**src/rtl/rr_logging_bus_pack2unpack_pkg.sv**
```systemverilog
// Shared types for the logging-bus packer/unpacker pair: channel width encoding
// and the slot-offset helper that both sides use to agree on the unpacked layout.
package rr_logging_bus_pack2unpack_pkg;

    localparam int unsigned RR_CHANNEL_WIDTH_BITS = 32;
    localparam int unsigned RR_MAX_CHANNELS       = 16;
    localparam int unsigned RR_WIDTHS_FLAT_BITS   = RR_MAX_CHANNELS * RR_CHANNEL_WIDTH_BITS;

    typedef logic [RR_WIDTHS_FLAT_BITS-1:0] rr_widths_flat_t;

    // Bit offset of channel idx in the unpacked layout (sum of all lower widths).
    function automatic int unsigned get_offset(input rr_widths_flat_t widths, input int unsigned idx);
        int unsigned sum;
        sum = 0;
        for (int unsigned i = 0; i < RR_MAX_CHANNELS; i++) begin
            if (i < idx) begin
                sum += widths[i*RR_CHANNEL_WIDTH_BITS +: RR_CHANNEL_WIDTH_BITS];
            end
        end
        return sum;
    endfunction

endpackage

```
**src/rtl/rr_logging_bus_pack2unpack_if.sv**
```systemverilog
// Packed-record input and unpacked-record output handshakes of the replay unpacker.
interface rr_logging_bus_pack2unpack_if #(
    parameter int unsigned LOGB_CHANNEL_CNT = 2,
    parameter int unsigned LOGE_CHANNEL_CNT = 1,
    parameter int unsigned FULL_WIDTH       = 24,
    parameter int unsigned OFFSET_WIDTH     = $clog2(FULL_WIDTH + 1)
);
    logic                        in_valid;
    logic                        in_ready;
    logic [LOGB_CHANNEL_CNT-1:0] in_logb_valid;
    logic [LOGE_CHANNEL_CNT-1:0] in_loge_valid;
    logic [FULL_WIDTH-1:0]       in_data;
    logic [OFFSET_WIDTH-1:0]     in_len;
    logic                        out_valid;
    logic                        out_ready;
    logic [LOGB_CHANNEL_CNT-1:0] out_logb_valid;
    logic [LOGE_CHANNEL_CNT-1:0] out_loge_valid;
    logic [FULL_WIDTH-1:0]       out_logb_data;
    logic                        len_err;

    modport master (
        output in_valid, in_logb_valid, in_loge_valid, in_data, in_len, out_ready,
        input  in_ready, out_valid, out_logb_valid, out_loge_valid, out_logb_data, len_err
    );

    modport slave (
        input  in_valid, in_logb_valid, in_loge_valid, in_data, in_len, out_ready,
        output in_ready, out_valid, out_logb_valid, out_loge_valid, out_logb_data, len_err
    );
endinterface

```
**src/rtl/rr_logging_bus_pack2unpack_stage.sv**
```systemverilog
// One elastic pipeline stage: moves logb channel IDX from the bottom of the
// remaining packed data into its fixed slot of the unpacked accumulator.
module rr_unpack_stage #(
    parameter int unsigned IDX              = 0,
    parameter int unsigned W                = 8,
    parameter int unsigned OFF              = 0,
    parameter int unsigned FULL_WIDTH       = 24,
    parameter int unsigned OFFSET_WIDTH     = 5,
    parameter int unsigned LOGB_CHANNEL_CNT = 2,
    parameter int unsigned LOGE_CHANNEL_CNT = 1
) (
    input  logic                        clk,
    input  logic                        rst,
    input  logic                        up_valid,
    output logic                        up_ready,
    input  logic [LOGB_CHANNEL_CNT-1:0] up_logb,
    input  logic [LOGE_CHANNEL_CNT-1:0] up_loge,
    input  logic [FULL_WIDTH-1:0]       up_rem,
    input  logic [FULL_WIDTH-1:0]       up_acc,
    input  logic [OFFSET_WIDTH-1:0]     up_cnt,
    input  logic [OFFSET_WIDTH-1:0]     up_len,
    output logic                        dn_valid,
    input  logic                        dn_ready,
    output logic [LOGB_CHANNEL_CNT-1:0] dn_logb,
    output logic [LOGE_CHANNEL_CNT-1:0] dn_loge,
    output logic [FULL_WIDTH-1:0]       dn_rem,
    output logic [FULL_WIDTH-1:0]       dn_acc,
    output logic [OFFSET_WIDTH-1:0]     dn_cnt,
    output logic [OFFSET_WIDTH-1:0]     dn_len
);
    logic [FULL_WIDTH-1:0]   rem_nxt;
    logic [FULL_WIDTH-1:0]   acc_nxt;
    logic [OFFSET_WIDTH-1:0] cnt_nxt;

    // Bubble-collapsing ready: an empty stage always accepts.
    assign up_ready = !dn_valid || dn_ready;

    always_comb begin
        rem_nxt = up_rem;
        acc_nxt = up_acc;
        cnt_nxt = up_cnt;
        if (up_logb[IDX]) begin
            acc_nxt[OFF +: W] = up_rem[W-1:0];
            rem_nxt           = up_rem >> W;
            cnt_nxt           = up_cnt + OFFSET_WIDTH'(W);
        end
    end

    always_ff @(posedge clk or posedge rst) begin
        if (rst) begin
            dn_valid <= 1'b0;
            dn_logb  <= '0;
            dn_loge  <= '0;
            dn_rem   <= '0;
            dn_acc   <= '0;
            dn_cnt   <= '0;
            dn_len   <= '0;
        end else if (up_ready) begin
            dn_valid <= up_valid;
            if (up_valid) begin
                dn_logb <= up_logb;
                dn_loge <= up_loge;
                dn_rem  <= rem_nxt;
                dn_acc  <= acc_nxt;
                dn_cnt  <= cnt_nxt;
                dn_len  <= up_len;
            end
        end
    end
endmodule

```
**src/rtl/rr_logging_bus_pack2unpack.sv**
```systemverilog
// Replay-side unpacker: restores the fixed-offset per-channel layout from a dense
// packed logging record, one pipeline stage per logb channel, plus a sticky length check.
module rr_logging_bus_pack2unpack
    import rr_logging_bus_pack2unpack_pkg::*;
#(
    parameter int unsigned LOGB_CHANNEL_CNT = 2,
    parameter int unsigned LOGE_CHANNEL_CNT = 1,
    parameter logic [LOGB_CHANNEL_CNT-1:0][RR_CHANNEL_WIDTH_BITS-1:0] CHANNEL_WIDTHS = {32'd16, 32'd8},
    parameter int unsigned FULL_WIDTH       = 24,
    parameter int unsigned OFFSET_WIDTH     = $clog2(FULL_WIDTH + 1)
) (
    input logic                        clk,
    input logic                        rst,
    rr_logging_bus_pack2unpack_if.slave bus
);
    localparam int unsigned N = LOGB_CHANNEL_CNT;
    localparam rr_widths_flat_t WIDTHS_FLAT = RR_WIDTHS_FLAT_BITS'(CHANNEL_WIDTHS);

    if (get_offset(WIDTHS_FLAT, N) != FULL_WIDTH) begin : g_width_check
        $error("rr_logging_bus_pack2unpack: sum of CHANNEL_WIDTHS differs from FULL_WIDTH");
    end

    // Element k is the input of stage k; element N is the last stage's output.
    logic                        st_valid [N+1];
    logic [N-1:0]                st_logb  [N+1];
    logic [LOGE_CHANNEL_CNT-1:0] st_loge  [N+1];
    logic [FULL_WIDTH-1:0]       st_rem   [N+1];
    logic [FULL_WIDTH-1:0]       st_acc   [N+1];
    logic [OFFSET_WIDTH-1:0]     st_cnt   [N+1];
    logic [OFFSET_WIDTH-1:0]     st_len   [N+1];
    logic                        len_err_q;

    assign st_valid[0] = bus.in_valid;
    assign st_logb[0]  = bus.in_logb_valid;
    assign st_loge[0]  = bus.in_loge_valid;
    assign st_rem[0]   = bus.in_data;
    assign st_acc[0]   = '0;
    assign st_cnt[0]   = '0;
    assign st_len[0]   = bus.in_len;

    for (genvar k = 0; k < N; k++) begin : g_stage
        logic up_rdy;
        logic dn_rdy;

        if (k == N - 1) begin : g_last
            assign dn_rdy = bus.out_ready;
        end else begin : g_mid
            assign dn_rdy = g_stage[k+1].up_rdy;
        end

        rr_unpack_stage #(
            .IDX              (k),
            .W                (CHANNEL_WIDTHS[k]),
            .OFF              (get_offset(WIDTHS_FLAT, k)),
            .FULL_WIDTH       (FULL_WIDTH),
            .OFFSET_WIDTH     (OFFSET_WIDTH),
            .LOGB_CHANNEL_CNT (N),
            .LOGE_CHANNEL_CNT (LOGE_CHANNEL_CNT)
        ) u_stage (
            .clk      (clk),
            .rst      (rst),
            .up_valid (st_valid[k]),
            .up_ready (up_rdy),
            .up_logb  (st_logb[k]),
            .up_loge  (st_loge[k]),
            .up_rem   (st_rem[k]),
            .up_acc   (st_acc[k]),
            .up_cnt   (st_cnt[k]),
            .up_len   (st_len[k]),
            .dn_valid (st_valid[k+1]),
            .dn_ready (dn_rdy),
            .dn_logb  (st_logb[k+1]),
            .dn_loge  (st_loge[k+1]),
            .dn_rem   (st_rem[k+1]),
            .dn_acc   (st_acc[k+1]),
            .dn_cnt   (st_cnt[k+1]),
            .dn_len   (st_len[k+1])
        );
    end

    assign bus.in_ready       = g_stage[0].up_rdy;
    assign bus.out_valid      = st_valid[N];
    assign bus.out_logb_valid = st_logb[N];
    assign bus.out_loge_valid = st_loge[N];
    assign bus.out_logb_data  = st_acc[N];
    assign bus.len_err        = len_err_q;

    // Sticky flag: a record left with a consumed bit count that disagrees with its len.
    always_ff @(posedge clk or posedge rst) begin
        if (rst) begin
            len_err_q <= 1'b0;
        end else if (st_valid[N] && bus.out_ready && (st_cnt[N] != st_len[N])) begin
            len_err_q <= 1'b1;
        end
    end
endmodule

```
**src/flat_wrapper.sv**
```systemverilog
// flat-port wrapper written by rule: the top's interface ports become plain ports
module rr_logging_bus_pack2unpack_flat import rr_logging_bus_pack2unpack_pkg::*;
#(
    parameter int unsigned LOGB_CHANNEL_CNT = 2,
    parameter int unsigned LOGE_CHANNEL_CNT = 1,
    parameter logic [LOGB_CHANNEL_CNT-1:0][RR_CHANNEL_WIDTH_BITS-1:0] CHANNEL_WIDTHS = {32'd16, 32'd8},
    parameter int unsigned FULL_WIDTH       = 24,
    parameter int unsigned OFFSET_WIDTH     = $clog2(FULL_WIDTH + 1)
)
  (clk, rst, bus_in_valid, bus_in_logb_valid, bus_in_loge_valid, bus_in_data, bus_in_len, bus_out_ready, bus_in_ready, bus_out_valid, bus_out_logb_valid, bus_out_loge_valid, bus_out_logb_data, bus_len_err);
  rr_logging_bus_pack2unpack_if #(.LOGB_CHANNEL_CNT(LOGB_CHANNEL_CNT), .LOGE_CHANNEL_CNT(LOGE_CHANNEL_CNT), .FULL_WIDTH(FULL_WIDTH), .OFFSET_WIDTH(OFFSET_WIDTH)) bus_i ();
  input logic clk;
  input logic rst;
  input wire logic [$bits(bus_i.in_valid)-1:0] bus_in_valid;
  input wire logic [$bits(bus_i.in_logb_valid)-1:0] bus_in_logb_valid;
  input wire logic [$bits(bus_i.in_loge_valid)-1:0] bus_in_loge_valid;
  input wire logic [$bits(bus_i.in_data)-1:0] bus_in_data;
  input wire logic [$bits(bus_i.in_len)-1:0] bus_in_len;
  input wire logic [$bits(bus_i.out_ready)-1:0] bus_out_ready;
  output wire logic [$bits(bus_i.in_ready)-1:0] bus_in_ready;
  output wire logic [$bits(bus_i.out_valid)-1:0] bus_out_valid;
  output wire logic [$bits(bus_i.out_logb_valid)-1:0] bus_out_logb_valid;
  output wire logic [$bits(bus_i.out_loge_valid)-1:0] bus_out_loge_valid;
  output wire logic [$bits(bus_i.out_logb_data)-1:0] bus_out_logb_data;
  output wire logic [$bits(bus_i.len_err)-1:0] bus_len_err;
  assign bus_i.in_valid = bus_in_valid;
  assign bus_i.in_logb_valid = bus_in_logb_valid;
  assign bus_i.in_loge_valid = bus_in_loge_valid;
  assign bus_i.in_data = bus_in_data;
  assign bus_i.in_len = bus_in_len;
  assign bus_i.out_ready = bus_out_ready;
  assign bus_in_ready = bus_i.in_ready;
  assign bus_out_valid = bus_i.out_valid;
  assign bus_out_logb_valid = bus_i.out_logb_valid;
  assign bus_out_loge_valid = bus_i.out_loge_valid;
  assign bus_out_logb_data = bus_i.out_logb_data;
  assign bus_len_err = bus_i.len_err;
  rr_logging_bus_pack2unpack #(.LOGB_CHANNEL_CNT(LOGB_CHANNEL_CNT), .LOGE_CHANNEL_CNT(LOGE_CHANNEL_CNT), .CHANNEL_WIDTHS(CHANNEL_WIDTHS), .FULL_WIDTH(FULL_WIDTH), .OFFSET_WIDTH(OFFSET_WIDTH)) u_core (.clk(clk), .rst(rst), .bus(bus_i));
endmodule
```
**config.mk**
```make
export PLATFORM = sky130hd
export DESIGN_NAME = rr_logging_bus_pack2unpack_flat
export DESIGN_NICKNAME = d
export VERILOG_FILES = /design/src/rtl/rr_logging_bus_pack2unpack_pkg.sv /design/src/rtl/rr_logging_bus_pack2unpack_if.sv /design/src/rtl/rr_logging_bus_pack2unpack_stage.sv /design/src/rtl/rr_logging_bus_pack2unpack.sv /design/src/flat_wrapper.sv
export SDC_FILE = /design/constraint.sdc
export NUM_CORES = 1
export LEC_CHECK = 0
export ABC_CLOCK_PERIOD_IN_PS = 2000
export CORE_MARGIN = 1.5
export CORE_UTILIZATION = 40
export CTS_BUF_LIST = sky130_fd_sc_hd__clkbuf_8 sky130_fd_sc_hd__clkbuf_16
export CTS_CLUSTER_DIAMETER = 200
export DETAILED_ROUTE_END_ITERATION = 10
export GPL_ROUTABILITY_DRIVEN = 0
export PLACE_DENSITY = 0.75
export SETUP_SLACK_MARGIN = 0.3
export SLEW_MARGIN = 20
export SYNTH_ARGS = -nofsm -noshare
export SYNTH_HDL_FRONTEND = slang
export SYNTH_SLANG_ARGS = --single-unit
```
**constraint.sdc**
```tcl
create_clock -name clk -period 2 [get_ports clk]
set_clock_uncertainty 0.1 [all_clocks]
set_input_delay 0.4 -clock clk [delete_from_list [all_inputs] [get_ports clk]]
set_output_delay 0.4 -clock clk [all_outputs]
set_load 0.05 [all_outputs]
```
==> impl_table.tex, run 1 <==
\begin{tabular}{lr}
\hline
Metric & Value \\
\hline
\multicolumn{2}{l}{\textbf{STA}} \\
\quad Slew at the pin closest to its max-slew limit & 646 ps \\
\quad Least setup slack across all paths after layout & 350 ps \\
\quad Total count of max-transition violations in the final report & 0 \\
\quad Final critical-path required period & 1650 ps \\
\quad Rel. slew slack & 56.9\% \\
\quad Number of hold violations in the final report & 0 \\
\quad Number of failing setup endpoints in the final timing report & 0 \\
\quad Setup repair after global routing missed its margin & no \\
\quad Ratio of final minimum period to clock period & 82.5\% \\
\quad Fmax & 606 MHz \\
\quad Setup TNS & 0 ps \\
\multicolumn{2}{l}{\textbf{Worst setup path}} \\
\quad Most repeated library cell on the critical path & sky130\_fd\_sc\_hd\_\_buf\_12 \\
\quad Largest stage delay on the critical path & 410 ps \\
\quad CP Launch Type & flop \\
\quad Standard cell with the maximum stage delay on the critical path & sky130\_fd\_sc\_hd\_\_dfrtp\_2 \\
\quad Buffers plus inverters on the worst setup path & 2 \\
\quad Biggest fanout along the worst timing path & 8 \\
\quad Crit path DAT & 1150 ps \\
\quad Reg-to-Reg End & u\_core.g\_stage[0].u\_stage.dn\_len[3] \\
\quad Path depth of the worst reg2reg path & 4 \\
\quad Critical Path Sink Type & output port \\
\quad Setup slack of the most critical reg-to-reg path & 540 ps \\
\quad Cell-by-cell listing of the critical path & nand3b\_4 -> buf\_12 -> buf\_12 \\
\quad Worst setup path category & reg2out \\
\quad Required time of the critical path & 1500 ps \\
\quad Top delay family on crit path & flip-flops \\
\quad Worst flop-to-flop path startpoint & u\_core.g\_stage[0].u\_stage.dn\_valid \\
\multicolumn{2}{l}{\textbf{Floorplanning}} \\
\quad Effective utilization at floorplan & 41.2\% \\
\quad Die span in y & 89.2 um \\
\quad Die Footprint & 7950 um2 \\
\quad Top-level port count & 66 \\
\quad Die Span X & 89.2 um \\
\quad Number of placement rows & 31 \\
\quad Core outline area & 7210 um2 \\
\multicolumn{2}{l}{\textbf{Final layout}} \\
\quad Proportion of layout cells with a drive suffix above 1 & 38.0\% \\
\quad Fin nets & 326 \\
\quad Synthesis-to-layout area growth & 32.5\% \\
\quad N\_diodes & 0 \\
\multicolumn{2}{l}{\textbf{Global routing}} \\
\quad Maximum number of pins on one net before global-route repair & 68 \\
\quad Most used routing layer & met2 \\
\quad Residual overflow from global routing & 0 \\
\quad GR met3 Demand/Resource & 3.79\% \\
\quad Met2 usage in global routing & 27.8\% \\
\quad Via count of the first global-routing pass & 2127 \\
\quad Wire length of the first global-routing pass & 10600 um \\
\quad Met1 GRT Util & 24.0\% \\
\quad Total global routing track utilization & 18.1\% \\
\quad Number of antenna violations at the first check in global routing & 0 \\
\multicolumn{2}{l}{\textbf{Drt}} \\
\quad Number of remaining DRC errors & 0 \\
\quad First-pass detailed-route iteration total & 4 \\
\quad Detail Route Antenna Nets & 0 \\
\quad Wirelength per Cell & 16.6 um \\
\quad First DRT Iteration DRCs & 128 \\
\quad Vias post-DR & 2106 \\
\quad Post-detailed-route via-to-cell ratio & 5.35 \\
\quad Post-detailed-routing wire length & 6530 um \\
\multicolumn{2}{l}{\textbf{Placed design}} \\
\quad \# port buffers & 65 \\
\quad Total half-perimeter wirelength after legalization and detailed placement & 4460 um \\
\quad Worst slack at placement & 112 ps \\
\multicolumn{2}{l}{\textbf{Synth}} \\
\quad Synth top area cells & sky130\_fd\_sc\_hd\_\_dfrtp\_1 56\%, sky130\_fd\_sc\_hd\_\_a21bo\_2 8.1\%, sky130\_fd\_sc\_hd\_\_mux2\_4 8.1\% \\
\quad Synthesized area & 2970 um2 \\
\quad Mean post-synth cell area & 13.4 um2 \\
\quad Most common library cells after synthesis & 67 x sky130\_fd\_sc\_hd\_\_dfrtp\_1, 24 x sky130\_fd\_sc\_hd\_\_a21bo\_2, 24 x sky130\_fd\_sc\_hd\_\_nand4\_1, 17 x sky130\_fd\_sc\_hd\_\_a21oi\_1, 17 x sky130\_fd\_sc\_hd\_\_a31oi\_1 \\
\quad Post-synthesis cell type with the largest combined area & sky130\_fd\_sc\_hd\_\_dfrtp\_1 \\
\quad Mapped Cells & 221 \\
\quad Number of nets produced by synthesis & 257 \\
\quad Number of enable-type register cells in the synthesized netlist & 0 \\
\quad Post-synthesis cell type count & 19 \\
\quad Most instantiated flip-flop cell in the synthesis netlist & sky130\_fd\_sc\_hd\_\_dfrtp\_1 \\
\quad Async set-or-reset flop fraction in the synthesized netlist & 100\% \\
\quad Most numerous cell in the Yosys netlist & sky130\_fd\_sc\_hd\_\_dfrtp\_1 \\
\quad Register area share after synthesis & 56.4\% \\
\quad Number of warnings reported in the yosys synthesis log & 0 \\
\quad Area share of the largest cell type after synthesis & 56.4\% \\
\quad \#FFs+latches synth & 67 \\
\multicolumn{2}{l}{\textbf{CTS}} \\
\quad Clock tree buffer depth & 2 \\
\quad Sink count of the clock tree & 67 \\
\quad Clock insertion delay at the later pin of the skew report & 340 ps \\
\quad Post-CTS clock slew at the launch and capture registers of the worst setup and hold paths & 60 ps \\
\quad Root buffer cell & sky130\_fd\_sc\_hd\_\_clkbuf\_8 \\
\quad TritonCTS clock tree & yes \\
\quad Number of clock buffers inserted by TritonCTS & 9 \\
\quad Level count of the clock H-tree & 3 \\
\multicolumn{2}{l}{\textbf{Run status}} \\
\quad Result of the run & completed \\
\multicolumn{2}{l}{\textbf{Power}} \\
\quad Power density of the placed cells & 1050 nW/um2 \\
\quad Peak VDD IR & 0.000430 V \\
\quad Static leakage & 1.83 nW \\
\multicolumn{2}{l}{\textbf{Hold path}} \\
\quad Worst min-delay path category & in2async \\
\multicolumn{2}{l}{\textbf{Job}} \\
\quad Maximum capacitance violations & 0 \\
\hline
\end{tabular}
==> worst register-to-register path, cell delays in order (launching register included) <==
cell and delay [ps]:
sky130_fd_sc_hd__dfrtp_2 410, sky130_fd_sc_hd__nand3b_4 110, sky130_fd_sc_hd__buf_4 160, sky130_fd_sc_hd__nand2_4 190, sky130_fd_sc_hd__mux2_2 370
==> layout by cell type, fill, tap and decap left out, drive strengths merged, types with 12 or more instances in the layout <==
cell           Yosys  final
dfrtp             67     67
buf               17     45
clkdlybuf4s50      0     34
nand4             24     24
a21bo             24     24
mux2              24     24
a21oi             17     17
a31oi             17     17
mux2i             16     16
clkbuf             5     12
==> layer usage <==
metal,vias up,part of all wire (%)
li1,958,-
met1,1063,44
met2,71,48
met3,14,5.4
met4,0,2.6
met5,-,0
==> worst max-delay path by stage <==
stage	from	end	slack, ps	depth (start not counted)
floorplan	u_core.g_stage[1].u_stage.dn_valid	u_core.g_stage[1].u_stage.dn_acc[0]	450	5
global placement	bus_out_ready	u_core.g_stage[0].u_stage.dn_acc[3]	110	5
detailed placement	bus_out_ready	u_core.g_stage[1].u_stage.dn_acc[3]	110	5
CTS	u_core.g_stage[0].u_stage.dn_valid	bus_in_ready	300	3
global route	u_core.g_stage[1].u_stage.dn_valid	bus_in_ready	310	3
finish	u_core.g_stage[0].u_stage.dn_valid	bus_in_ready	350	3
==> area by class of cell <==
class / instances / area [um2]
clock buffers: 12 / 165
repair buffers: 80 / 762
multi-input cells: 131 / 1160
flip-flops and latches: 67 / 1680
inverters: 1 / 7.51
well taps: 99 / 124
fillers: 645 / 3280
clock inverters: 4 / 41.3
==> kinds of logic (layout without fill, tap and decap cells) <==
group,count (synthesis),in the layout,share of synthesized area [%]
compound gates,58,58,14.5
xor+xnor,2,2,0.590
buf+inv,23,97,4.59
flops,67,67,56.4
mux,40,40,16.5
simple gates,31,31,7.33
==> report_power, final <==
part,total [W],internal (W),switching (W)
logic,0.00125,0.000537,0.000717
clock network,0.00113,0.000665,0.000466
registers,0.00176,0.00159,0.000172
==> flip-flops by register name, summed over array words and instances, names as in the netlist <==
| name | flops |
|---|---|
| u_core.g_stage.u_stage.dn_len | 10 |
| u_core.g_stage.u_stage.dn_logb | 3 |
| u_core.g_stage.u_stage.dn_rem | 16 |
| u_core.g_stage.u_stage.dn_valid | 2 |
| u_core.g_stage.u_stage.dn_cnt | 1 |
| u_core.g_stage.u_stage.dn_loge | 2 |
| u_core.bus.len_err | 1 |
| u_core.g_stage.u_stage.dn_acc | 32 |
==> what timing repair did <==
action | CTS | global route
setup endpoints to repair | 1 | 1
resized for setup | 2 | 0
setup buffers | 1 | 1
hold buffers | 0 | 0
==> stage by stage <==
step                instances  hold WS [ps]  util [%]  instance area [um2]  power (W)
finish                    394           384      54.6                 3940    0.00415
global route              394           399      54.6                 3940    0.00435
CTS                       393           391      54.5                 3930    0.00420
floorplan                 221           363         -                 2980    0.00262
global placement          376           374      51.5                 3710    0.00302
detailed placement        376           378      51.5                 3710    0.00305
Note: power is estimated with default switching activity, not from simulation.
==> run 2, diff against run 1 <==
--- a/config.mk
+++ b/config.mk
@@ -5,7 +5,7 @@
 export SDC_FILE = /design/constraint.sdc
 export NUM_CORES = 1
 export LEC_CHECK = 0
-export ABC_CLOCK_PERIOD_IN_PS = 2000
+export ABC_CLOCK_PERIOD_IN_PS = 1500
 export CORE_MARGIN = 1.5
 export CORE_UTILIZATION = 40
 export CTS_BUF_LIST = sky130_fd_sc_hd__clkbuf_8 sky130_fd_sc_hd__clkbuf_16
==> constraint.sdc (replaced) <==
create_clock -name clk -period 1.5 [get_ports clk]
set_clock_uncertainty 0.1 [all_clocks]
set_input_delay 0.3 -clock clk [delete_from_list [all_inputs] [get_ports clk]]
set_output_delay 0.3 -clock clk [all_outputs]
set_load 0.05 [all_outputs]
==> run 2 against run 1 <==
  * Via count up 8.1%
  * Power up 50%
  * Cell area up 20%
  * Final cell count up 7.9%
  * The run now ends with negative setup slack left
  * Global-route usage up 2.6 points
  * Non-clock buffer count up 31
  * Hold slack worse by 120 ps
  * Sequential share of layout area down 7.1 points
  * First-iteration DRC count down 18%
  * Critical path depth unchanged
==> impl_table.tex, run 2 (synthesis results as in run 1) <==
\begin{tabular}{lr}
\hline
Metric & Value \\
\hline
\multicolumn{2}{l}{\textbf{Floorplanning}} \\
\quad Effective utilization at floorplan & 41.2\% (unchanged) \\
\quad Number of placement rows & 31 (unchanged) \\
\quad Die Span X & 89.2 um (unchanged) \\
\quad Core outline area & 7210 um2 (unchanged) \\
\quad Die span in y & 89.2 um (unchanged) \\
\quad Top-level port count & 66 (unchanged) \\
\quad Die Footprint & 7950 um2 (unchanged) \\
\multicolumn{2}{l}{\textbf{Drt}} \\
\quad First-pass detailed-route iteration total & 4 (unchanged) \\
\quad Number of remaining DRC errors & 0 (unchanged) \\
\quad Detail Route Antenna Nets & 0 (unchanged) \\
\quad Wirelength per Cell & 18.5 um (+11\%) \\
\quad Post-detailed-route via-to-cell ratio & 5.36 (+0.23\%) \\
\quad Post-detailed-routing wire length & 7840 um (+20\%) \\
\quad Vias post-DR & 2277 (+8.1\%) \\
\quad First DRT Iteration DRCs & 105 (-18\%) \\
\multicolumn{2}{l}{\textbf{Placed design}} \\
\quad \# port buffers & 65 (unchanged) \\
\quad Worst slack at placement & -266 ps (-379 ps) \\
\quad Total half-perimeter wirelength after legalization and detailed placement & 4780 um (+7.2\%) \\
\quad Post-detailed-placement cell area & 4230 um2 (+14\%) \\
\multicolumn{2}{l}{\textbf{Power}} \\
\quad Peak VDD IR & 0.000617 V (+44\%) \\
\quad Power density of the placed cells & 1310 nW/um2 (+24\%) \\
\quad Post-layout total power & 0.00622 W (+50\%) \\
\quad Static leakage & 2.15 nW (+18\%) \\
\multicolumn{2}{l}{\textbf{Final layout}} \\
\quad Largest reg by FF count & u\_core.g\_stage.u\_stage.dn\_acc \\
\quad Synthesis-to-layout area growth & 59.6\% \\
\quad Fin nets & 358 (+9.8\%) \\
\quad Max reg flops & 32 (unchanged) \\
\quad N\_diodes & 0 (unchanged) \\
\quad Area used by multi-input combinational logic & 1280 um2 (+10\%) \\
\quad Most frequent standard cell in the layout excluding fill and tap cells & sky130\_fd\_sc\_hd\_\_dfrtp\_1 \\
\quad Design area & 4740 um2 (+20\%) \\
\quad Core Util, Final & 65.7\% (+11 points) \\
\quad Most frequent cells in the layout & 61 x sky130\_fd\_sc\_hd\_\_dfrtp\_1, 38 x sky130\_fd\_sc\_hd\_\_buf\_12, 33 x sky130\_fd\_sc\_hd\_\_clkdlybuf4s50\_1 \\
\quad Leading registers by flop count & u\_core.g\_stage.u\_stage.dn\_acc (32), u\_core.g\_stage.u\_stage.dn\_rem (16), u\_core.g\_stage.u\_stage.dn\_len (10) \\
\quad Proportion of layout cells with a drive suffix above 1 & 51.5\% (+14 points) \\
\quad Fill cell instance count of the final layout & 537 (-17\%) \\
\quad Area taken by flip-flops and latches & 1680 um2 (+0.30\%) \\
\multicolumn{2}{l}{\textbf{STA}} \\
\quad Setup repair after global routing missed its margin & yes \\
\quad Total count of max-transition violations in the final report & 0 (unchanged) \\
\quad Worst hold margin & 261 ps (-123 ps) \\
\quad Number of hold violations in the final report & 0 (unchanged) \\
\quad Final critical-path required period & 1550 ps \\
\quad Fmax & 646 MHz \\
\quad Least setup slack across all paths after layout & -48.8 ps (-399 ps) \\
\quad Ratio of final minimum period to clock period & 103\% \\
\quad Rel. slew slack & 74.4\% (+18 points) \\
\quad Slew at the pin closest to its max-slew limit & 383 ps (-263 ps) \\
\quad Number of failing setup endpoints in the final timing report & 10 (+10) \\
\multicolumn{2}{l}{\textbf{CTS}} \\
\quad Root buffer cell & sky130\_fd\_sc\_hd\_\_clkbuf\_8 \\
\quad Sink count of the clock tree & 67 (unchanged) \\
\quad CTS Hold Bufs & 0 (unchanged) \\
\quad Level count of the clock H-tree & 3 (unchanged) \\
\quad Clock tree buffer depth & 2 (unchanged) \\
\quad Clock insertion delay at the later pin of the skew report & 350 ps (about the same) \\
\quad Number of clock buffers inserted by TritonCTS & 9 (unchanged) \\
\quad Post-CTS clock slew at the launch and capture registers of the worst setup and hold paths & 70 ps (about the same) \\
\quad TritonCTS clock tree & yes \\
\multicolumn{2}{l}{\textbf{Global routing}} \\
\quad Via count of the first global-routing pass & 2339 (+10\%) \\
\quad Number of antenna violations at the first check in global routing & 0 (unchanged) \\
\quad Residual overflow from global routing & 0 (unchanged) \\
\quad Total global routing track utilization & 20.7\% (+2.6 points) \\
\quad Maximum number of pins on one net before global-route repair & 43 (-37\%) \\
\quad Wire length of the first global-routing pass & 12000 um (+14\%) \\
\multicolumn{2}{l}{\textbf{Run status}} \\
\quad Violated checks & negative setup slack \\
\quad Result of the run & complete, but fails checks \\
\multicolumn{2}{l}{\textbf{Worst setup path}} \\
\quad CP Launch Type & flop \\
\quad Critical Path Sink Type & output port \\
\quad Worst setup path startpoint & u\_core.g\_stage[1].u\_stage.dn\_valid \\
\quad Biggest fanout along the worst timing path & 2 (-6) \\
\quad Crit path DAT & 1150 ps (about the same) \\
\quad Worst setup path category & reg2out \\
\quad Required time of the critical path & 1100 ps (-400 ps) \\
\quad Worst flop-to-flop path startpoint & u\_core.g\_stage[1].u\_stage.dn\_valid \\
\multicolumn{2}{l}{\textbf{Hold path}} \\
\quad Worst min-delay path category & in2async \\
\multicolumn{2}{l}{\textbf{Job}} \\
\quad Maximum capacitance violations & 0 (unchanged) \\
\hline
\end{tabular}
==> run 2: cell types whose count changed in the layout (fill, tap and decap cells not counted), moves of 4 or more <==
cell                      change
sky130_fd_sc_hd__a21oi_1     -15
sky130_fd_sc_hd__a21oi_2     +13
sky130_fd_sc_hd__dfrtp_1      -4
sky130_fd_sc_hd__buf_4        -9
sky130_fd_sc_hd__buf_12      +32
sky130_fd_sc_hd__mux2_4       +4
sky130_fd_sc_hd__dfrtp_2      +4
sky130_fd_sc_hd__mux2_2       -4
sky130_fd_sc_hd__buf_6        +5
==> run 2: area by class of cell <==
cell class	count	share of cell area, %
clock inverters	3	0.290
multi-input cells	132	27.0
flip-flops and latches	67	35.5
clock buffers	12	3.48
well taps	99	2.61
inverters	1	0.158
repair buffers	111	31.0
==> run 2: worst paths after layout <==
| path | slack [ps] | endpoint | cells past startpoint |
|---|---|---|---|
| max | -50 | bus_in_ready | 3 |
| min | 260 | u_core.g_stage[1].u_stage.dn_acc[23] | 3 |
| max reg2reg | -20 | u_core.g_stage[1].u_stage.dn_acc[1] | 5 |
| min reg2reg | 390 | u_core.g_stage[0].u_stage.dn_acc[7] | 1 |
| max in group asynchronous | 710 | u_core.g_stage[1].u_stage.dn_acc[18] | 3 |
| min in group clk | 330 | u_core.g_stage[0].u_stage.dn_loge | 3 |
==> run 2: metal layers <==
metal / vias up / GRT usage [%] / share of wire, %
met4: 0 / 11.0 / 2.9
met2: 93 / 32.3 / 48
li1: 1029 / - / -
met1: 1134 / 27.3 / 43
met3: 21 / 3.97 / 5.5
met5: - / 0 / 0
==> run 2: timing repair <==
action	in CTS	in global routing
cloned	3	2
gates resized for setup	8	14
buffers inserted	13	8
pin swaps	2	4
endpoints found under the setup margin	94	96
==> run 2: through the flow <==
step / setup TNS (ps) / instances
final: -99.6 / 425
after global routing: -743 / 425
after CTS: -30.9 / 415
after detailed placement: -13620 / 384
after global placement: -12320 / 384
after floorplan: -441 / 221
==> run 2: worst max-delay path, stage by stage, from the launching register on <==
cell,delay (ps)
sky130_fd_sc_hd__dfrtp_2,390
sky130_fd_sc_hd__nand3b_4,110
sky130_fd_sc_hd__buf_12,150
sky130_fd_sc_hd__buf_12,140
==> run 2: report_power, final <==
part	switching (W)	leakage (nW)	internal, W
Clock	0.000665	0.0994	0.000715
Sequential	0.000332	0.800	0.00213
Combinational	0.00106	1.25	0.00132
Total	0.00206	2.15	0.00416
